File: config.mk
export PLATFORM = sky130hd
export DESIGN_NAME = adv7513_init_sequencer
export DESIGN_NICKNAME = d
export VERILOG_FILES = /design/src/rtl/adv7513_init_sequencer.sv
export SDC_FILE = /design/constraint.sdc
export NUM_CORES = 1
export LEC_CHECK = 0
export BUFFER_PORTS_ARGS = -buffer_cell sky130_fd_sc_hd__buf_4
export CAP_MARGIN = 0
export CORE_ASPECT_RATIO = 1.5
export CORE_MARGIN = 2
export CORE_UTILIZATION = 40
export DETAILED_ROUTE_END_ITERATION = 7
export PLACE_DENSITY = 0.69
export SYNTH_ARGS = -nofsm -noshare
export SYNTH_HDL_FRONTEND = slang
export SYNTH_SLANG_ARGS = --single-unit
File: constraint.sdc
create_clock -name clk -period 3 [get_ports clk]
set_input_delay 0.75 -clock clk [delete_from_list [all_inputs] [get_ports clk]]
set_output_delay 0.75 -clock clk [all_outputs]
set_load 0.01 [all_outputs]
File: src/rtl/adv7513_init_sequencer.sv
// Walks the ADV7513 configuration ROM and issues each entry as an I2C register write.
// Supports ms delays, END markers, NACK retries and restart requests from hot-plug.
module adv7513_init_sequencer #(
    parameter int unsigned CLK_FREQ_HZ  = 50000000,
    parameter logic [6:0]  I2C_DEV_ADDR = 7'h39,
    parameter int unsigned MAX_RETRY    = 3,
    parameter bit          AUTO_START   = 1'b1
) (
    input  logic        clk,
    input  logic        reset_n,
    input  logic        start,
    output logic [7:0]  rom_addr,
    input  logic [15:0] rom_data,
    output logic        i2c_req,
    input  logic        i2c_ack,
    output logic [6:0]  i2c_dev,
    output logic [7:0]  i2c_reg,
    output logic [7:0]  i2c_wdata,
    input  logic        i2c_done,
    input  logic        i2c_nack,
    output logic        busy,
    output logic        done,
    output logic        error,
    output logic [7:0]  err_addr
);

    localparam int unsigned TICK_CYCLES = (CLK_FREQ_HZ / 1000 > 0) ? CLK_FREQ_HZ / 1000 : 1;
    localparam int unsigned PW = (TICK_CYCLES > 1) ? $clog2(TICK_CYCLES) : 1;
    localparam int unsigned RW = $clog2(MAX_RETRY + 2);
    localparam logic [PW-1:0] TICK_LAST = PW'(TICK_CYCLES - 1);
    localparam logic [RW-1:0] RETRY_MAX = RW'(MAX_RETRY);

    typedef enum logic [3:0] {
        StIdle,
        StFetch,
        StDecode,
        StReq,
        StWait,
        StDelay,
        StAdvance,
        StDone,
        StError
    } state_e;

    state_e          state_q, state_d;
    logic [7:0]      addr_q, addr_d;
    logic [7:0]      reg_q, reg_d;
    logic [7:0]      wdata_q, wdata_d;
    logic            busy_q, busy_d;
    logic            done_q, done_d;
    logic            error_q, error_d;
    logic [7:0]      err_addr_q, err_addr_d;
    logic [RW-1:0]   retry_q, retry_d;
    logic [7:0]      ms_q, ms_d;
    logic [PW-1:0]   presc_q, presc_d;
    logic            pend_q, pend_d;
    logic            first_q, first_d;
    logic            xfer_done;

    always_ff @(posedge clk or negedge reset_n) begin
        if (!reset_n) begin
            state_q    <= StIdle;
            addr_q     <= 8'd0;
            reg_q      <= 8'd0;
            wdata_q    <= 8'd0;
            busy_q     <= 1'b0;
            done_q     <= 1'b0;
            error_q    <= 1'b0;
            err_addr_q <= 8'd0;
            retry_q    <= '0;
            ms_q       <= 8'd0;
            presc_q    <= '0;
            pend_q     <= 1'b0;
            first_q    <= 1'b1;
        end else begin
            state_q    <= state_d;
            addr_q     <= addr_d;
            reg_q      <= reg_d;
            wdata_q    <= wdata_d;
            busy_q     <= busy_d;
            done_q     <= done_d;
            error_q    <= error_d;
            err_addr_q <= err_addr_d;
            retry_q    <= retry_d;
            ms_q       <= ms_d;
            presc_q    <= presc_d;
            pend_q     <= pend_d;
            first_q    <= first_d;
        end
    end

    always_comb begin
        state_d    = state_q;
        addr_d     = addr_q;
        reg_d      = reg_q;
        wdata_d    = wdata_q;
        busy_d     = busy_q;
        done_d     = done_q;
        error_d    = error_q;
        err_addr_d = err_addr_q;
        retry_d    = retry_q;
        ms_d       = ms_q;
        presc_d    = presc_q;
        pend_d     = pend_q;
        first_d    = 1'b0;
        xfer_done  = 1'b0;

        case (state_q)
            StIdle: begin
                if (start || (AUTO_START && first_q)) begin
                    addr_d  = 8'd0;
                    done_d  = 1'b0;
                    error_d = 1'b0;
                    busy_d  = 1'b1;
                    pend_d  = 1'b0;
                    state_d = StFetch;
                end
            end
            StFetch: state_d = StDecode;
            StDecode: begin
                if (rom_data == 16'hFFFF) begin
                    state_d = StDone;
                end else if (rom_data[15:8] == 8'hFE) begin
                    if (rom_data[7:0] == 8'd0) begin
                        state_d = StAdvance;
                    end else begin
                        ms_d    = rom_data[7:0];
                        presc_d = '0;
                        state_d = StDelay;
                    end
                end else begin
                    reg_d   = rom_data[15:8];
                    wdata_d = rom_data[7:0];
                    retry_d = '0;
                    state_d = StReq;
                end
            end
            StReq: begin
                if (start) pend_d = 1'b1;
                if (i2c_ack) begin
                    state_d   = StWait;
                    // Completion may coincide with the accept.
                    xfer_done = i2c_done;
                end
            end
            StWait: begin
                if (start) pend_d = 1'b1;
                xfer_done = i2c_done;
            end
            StDelay: begin
                if (presc_q == TICK_LAST) begin
                    presc_d = '0;
                    ms_d    = ms_q - 8'd1;
                    if (ms_q == 8'd1) state_d = StAdvance;
                end else begin
                    presc_d = presc_q + 1'b1;
                end
            end
            StAdvance: begin
                if (addr_q == 8'hFF) begin
                    err_addr_d = 8'hFF;
                    state_d    = StError;
                end else begin
                    addr_d  = addr_q + 8'd1;
                    state_d = StFetch;
                end
            end
            StDone: begin
                done_d  = 1'b1;
                busy_d  = 1'b0;
                state_d = StIdle;
            end
            StError: begin
                error_d = 1'b1;
                busy_d  = 1'b0;
                state_d = StIdle;
            end
            default: state_d = StIdle;
        endcase

        // A pending restart wins over retrying once the in-flight transfer has finished.
        if (xfer_done) begin
            if (pend_q || start) begin
                addr_d  = 8'd0;
                pend_d  = 1'b0;
                state_d = StFetch;
            end else if (!i2c_nack) begin
                state_d = StAdvance;
            end else if (retry_q < RETRY_MAX) begin
                retry_d = retry_q + 1'b1;
                state_d = StReq;
            end else begin
                err_addr_d = addr_q;
                state_d    = StError;
            end
        end
    end

    assign rom_addr  = addr_q;
    assign i2c_req   = (state_q == StReq);
    assign i2c_dev   = I2C_DEV_ADDR;
    assign i2c_reg   = reg_q;
    assign i2c_wdata = wdata_q;
    assign busy      = busy_q;
    assign done      = done_q;
    assign error     = error_q;
    assign err_addr  = err_addr_q;

endmodule

==> metrics <==
met1 usage=0.2327; Biggest register=presc_q; max reg flops=16; Reg-to-Reg Start=state_q[2]; DIE HEIGHT=121.3 um; DRC viols=0; placer congestion estimate=0.8444; initial antenna violation count=0; Die W=82.21 um; synth top area cells=dfrtp_1 (46%), mux2_2 (5.2%), o21ai_0 (4.9%); final worst path period need=2.283 ns; syn_area_per_cell=9.683 sq um; largest net degree at the start of global routing=69; Post-CTS Setup Bufs=0; Boundary Pins=65; Most Used Layer, Global Route=met2; Vias/cell=5.662; share of layout cells above drive strength 1=0.2731; GRT met3 Usage=0.04539; Hold-fix buffers, CTS=0; Routed WL per cell=16.33 um; critical path type=reg2reg; Worst VDD drop=338.3 uV; Total GRT Usage=0.1966; Post-synth EDFFs=0; Slew Viols, Final=0; M2 GR Usage=0.3306; ys flop type=dfrtp_1; Starting Density=0.4132; # nets final=465; ys async rst share=1.000; Worst-path clk slew=0.05 ns; cts bufs inserted=9; critical path arrival=2.53 ns; Port Buffers=57; synthesized area=0.003670 sq mm; TritonCTS Sinks=68; critical-path cell list=or4_1 > o32ai_1 > o21ai_0 > and2_1 > a31oi_1; Final Hold Violating Endpoints=0; Vias=3131; Total Wirelength=9029 um; Worst Skew=0.004899 ns; worst skew pair latency=0.33 ns; r2r endpoint=state_q[2]; hold path endpoint=error; PwrDens=849.4 mW/mm^2; CTS tree=done; remaining global-route overflow=0; WP buf/inv=0; Distinct cells, synth=67; Slew HR=0.4184; most common cell after layout, fill and taps aside=dfrtp_1; Reg2Reg Setup Slack=0.72 ns; most frequent cells in the layout=dfrtp_1 (67), buf_4 (64), nand2_1 (37); flops & latches, synth=68; final setup fails=0; Synth top area share=0.4569; RSZ-0062 raised after global routing=no; crit start category=register; Yosys top cell by area=dfrtp_1; Antenna diodes=0; outcome=finished, final reports clean; die area=0.009972 sq mm; CP Data Required Time=3.25 ns; R2R depth=5; endpoint type of the worst setup path=register; max incr delay on CP=0.72 ns; Hold Path Stages=2; TNS Setup=0 ns; WHS=0.4787 ns; max_cap viols=0; vias in the first global route=3156; Crit Path Max Fanout=12; CTS H-tree lvls=3; post-synthesis sequential area ratio=0.4640; first-pass GRT wire length=15110 um; Hold WC Path Type=reg2reg; hold wc startpoint=error; Max Clock Freq=438.1 MHz; worst slew pin tran=0.8724 ns; CTS Buffer Depth=2; CTS Root Cell=clkbuf_16; Core Box Area=0.008881 sq mm; Cell Rows=42; CP max stage cell=or4_1; HPWL Detailed=6432 um; CP top delay family=simple AND/OR/NAND/NOR gates; drt pass-1 iters=5; Antenna Nets Post-Route=0; Final Cycle Share=0.7609; DRC marker count from the first detailed-route iteration=219; cells resized by post-CTS repair=0; leak pwr=0.001885 uW; Area Overhead vs Synth=21.62%; Synth Warn #=0; Synth Instances=379; Pwr Total=3791 uW
## through the flow
stage                 util  cells  setup slack [ns]  cell area, sq um
finish              0.5025    553            0.7174              4463
global route        0.5025    553            0.5235              4463
CTS                 0.5025    553            0.7251              4463
detailed placement  0.4700    537            0.5248              4174
global placement    0.4700    537            0.5805              4174
floorplan                -    385            0.8511              3692
## layer usage
metal | part of all wire | up-vias
li1 | - | 1508
met1 | 0.39 | 1532
met2 | 0.55 | 75
met3 | 0.035 | 16
met4 | 0.025 | 0
met5 | 0 | -
## power breakdown
part           internal, uW  leakage, uW  switching (uW)
logic                   648     0.000911             666
clock network           666     0.000141             378
registers              1170     0.000833             266
total                  2480      0.00189            1310
## synth_stat cells, drive strengths merged (2+ instances only)
cell type	instances
a21oi	28
a22o	2
a22oi	4
a311oi	2
a31oi	4
a32o	2
and3	3
buf	14
clkbuf	8
conb	2
dfrtp	67
ha	5
inv	9
mux2	17
mux2i	2
nand2	37
nand2b	4
nand3	14
nand3b	3
nand4	7
nand4bb	3
nor2	33
nor3	15
nor3b	2
nor4	7
o21ai	37
o31ai	7
or2	4
or3	8
or3b	2
or4	5
or4b	3
## tightest hold or removal path, stage by stage, from the launching register on
cell and delay (ns):
dfrtp_1 0.34, nand2_1 0.05, nand2_1 0.05
## final cells by class
cell class                      instances  area [sq um]
Fill cell                             818          4418
Multi-Input combinational cell        286          1819
Sequential cell                        68          1703
Timing Repair Buffer                   64         480.5
Clock buffer                           14         254.0
Tap cell                              110         137.6
Clock inverter                          2         35.03
Inverter                                9         33.78
## logic make-up (layout without fill, tap and decap cells)
group	count (synthesis)	after routing	synth area share
muxes	19	19	0.05762
DFF	68	68	0.4640
other	2	8	0.002046
and+or+nand+nor	153	153	0.2339
xor gates and xnor gates	1	1	0.002387
adders and majority gates	5	5	0.01705
buffers and inverters	31	89	0.04637
AOI/OAI and AO/OA	100	100	0.1766
## worst max-delay path by stage
stage	start	to	slack (ns)	depth (start not counted)
2_1_floorplan	rom_data[9]	presc_q[13]	0.85	5
3_3_place_gp	rom_data[9]	ms_q[0]	0.58	6
3_5_place_dp	rom_data[9]	ms_q[0]	0.52	6
4_1_cts	state_q[0]	rom_addr[7]	0.73	5
5_1_grt	state_q[2]	rom_addr[7]	0.52	5
6_report	state_q[2]	state_q[2]	0.72	5
No activity file was read; power rests on OpenSTA's default activity.
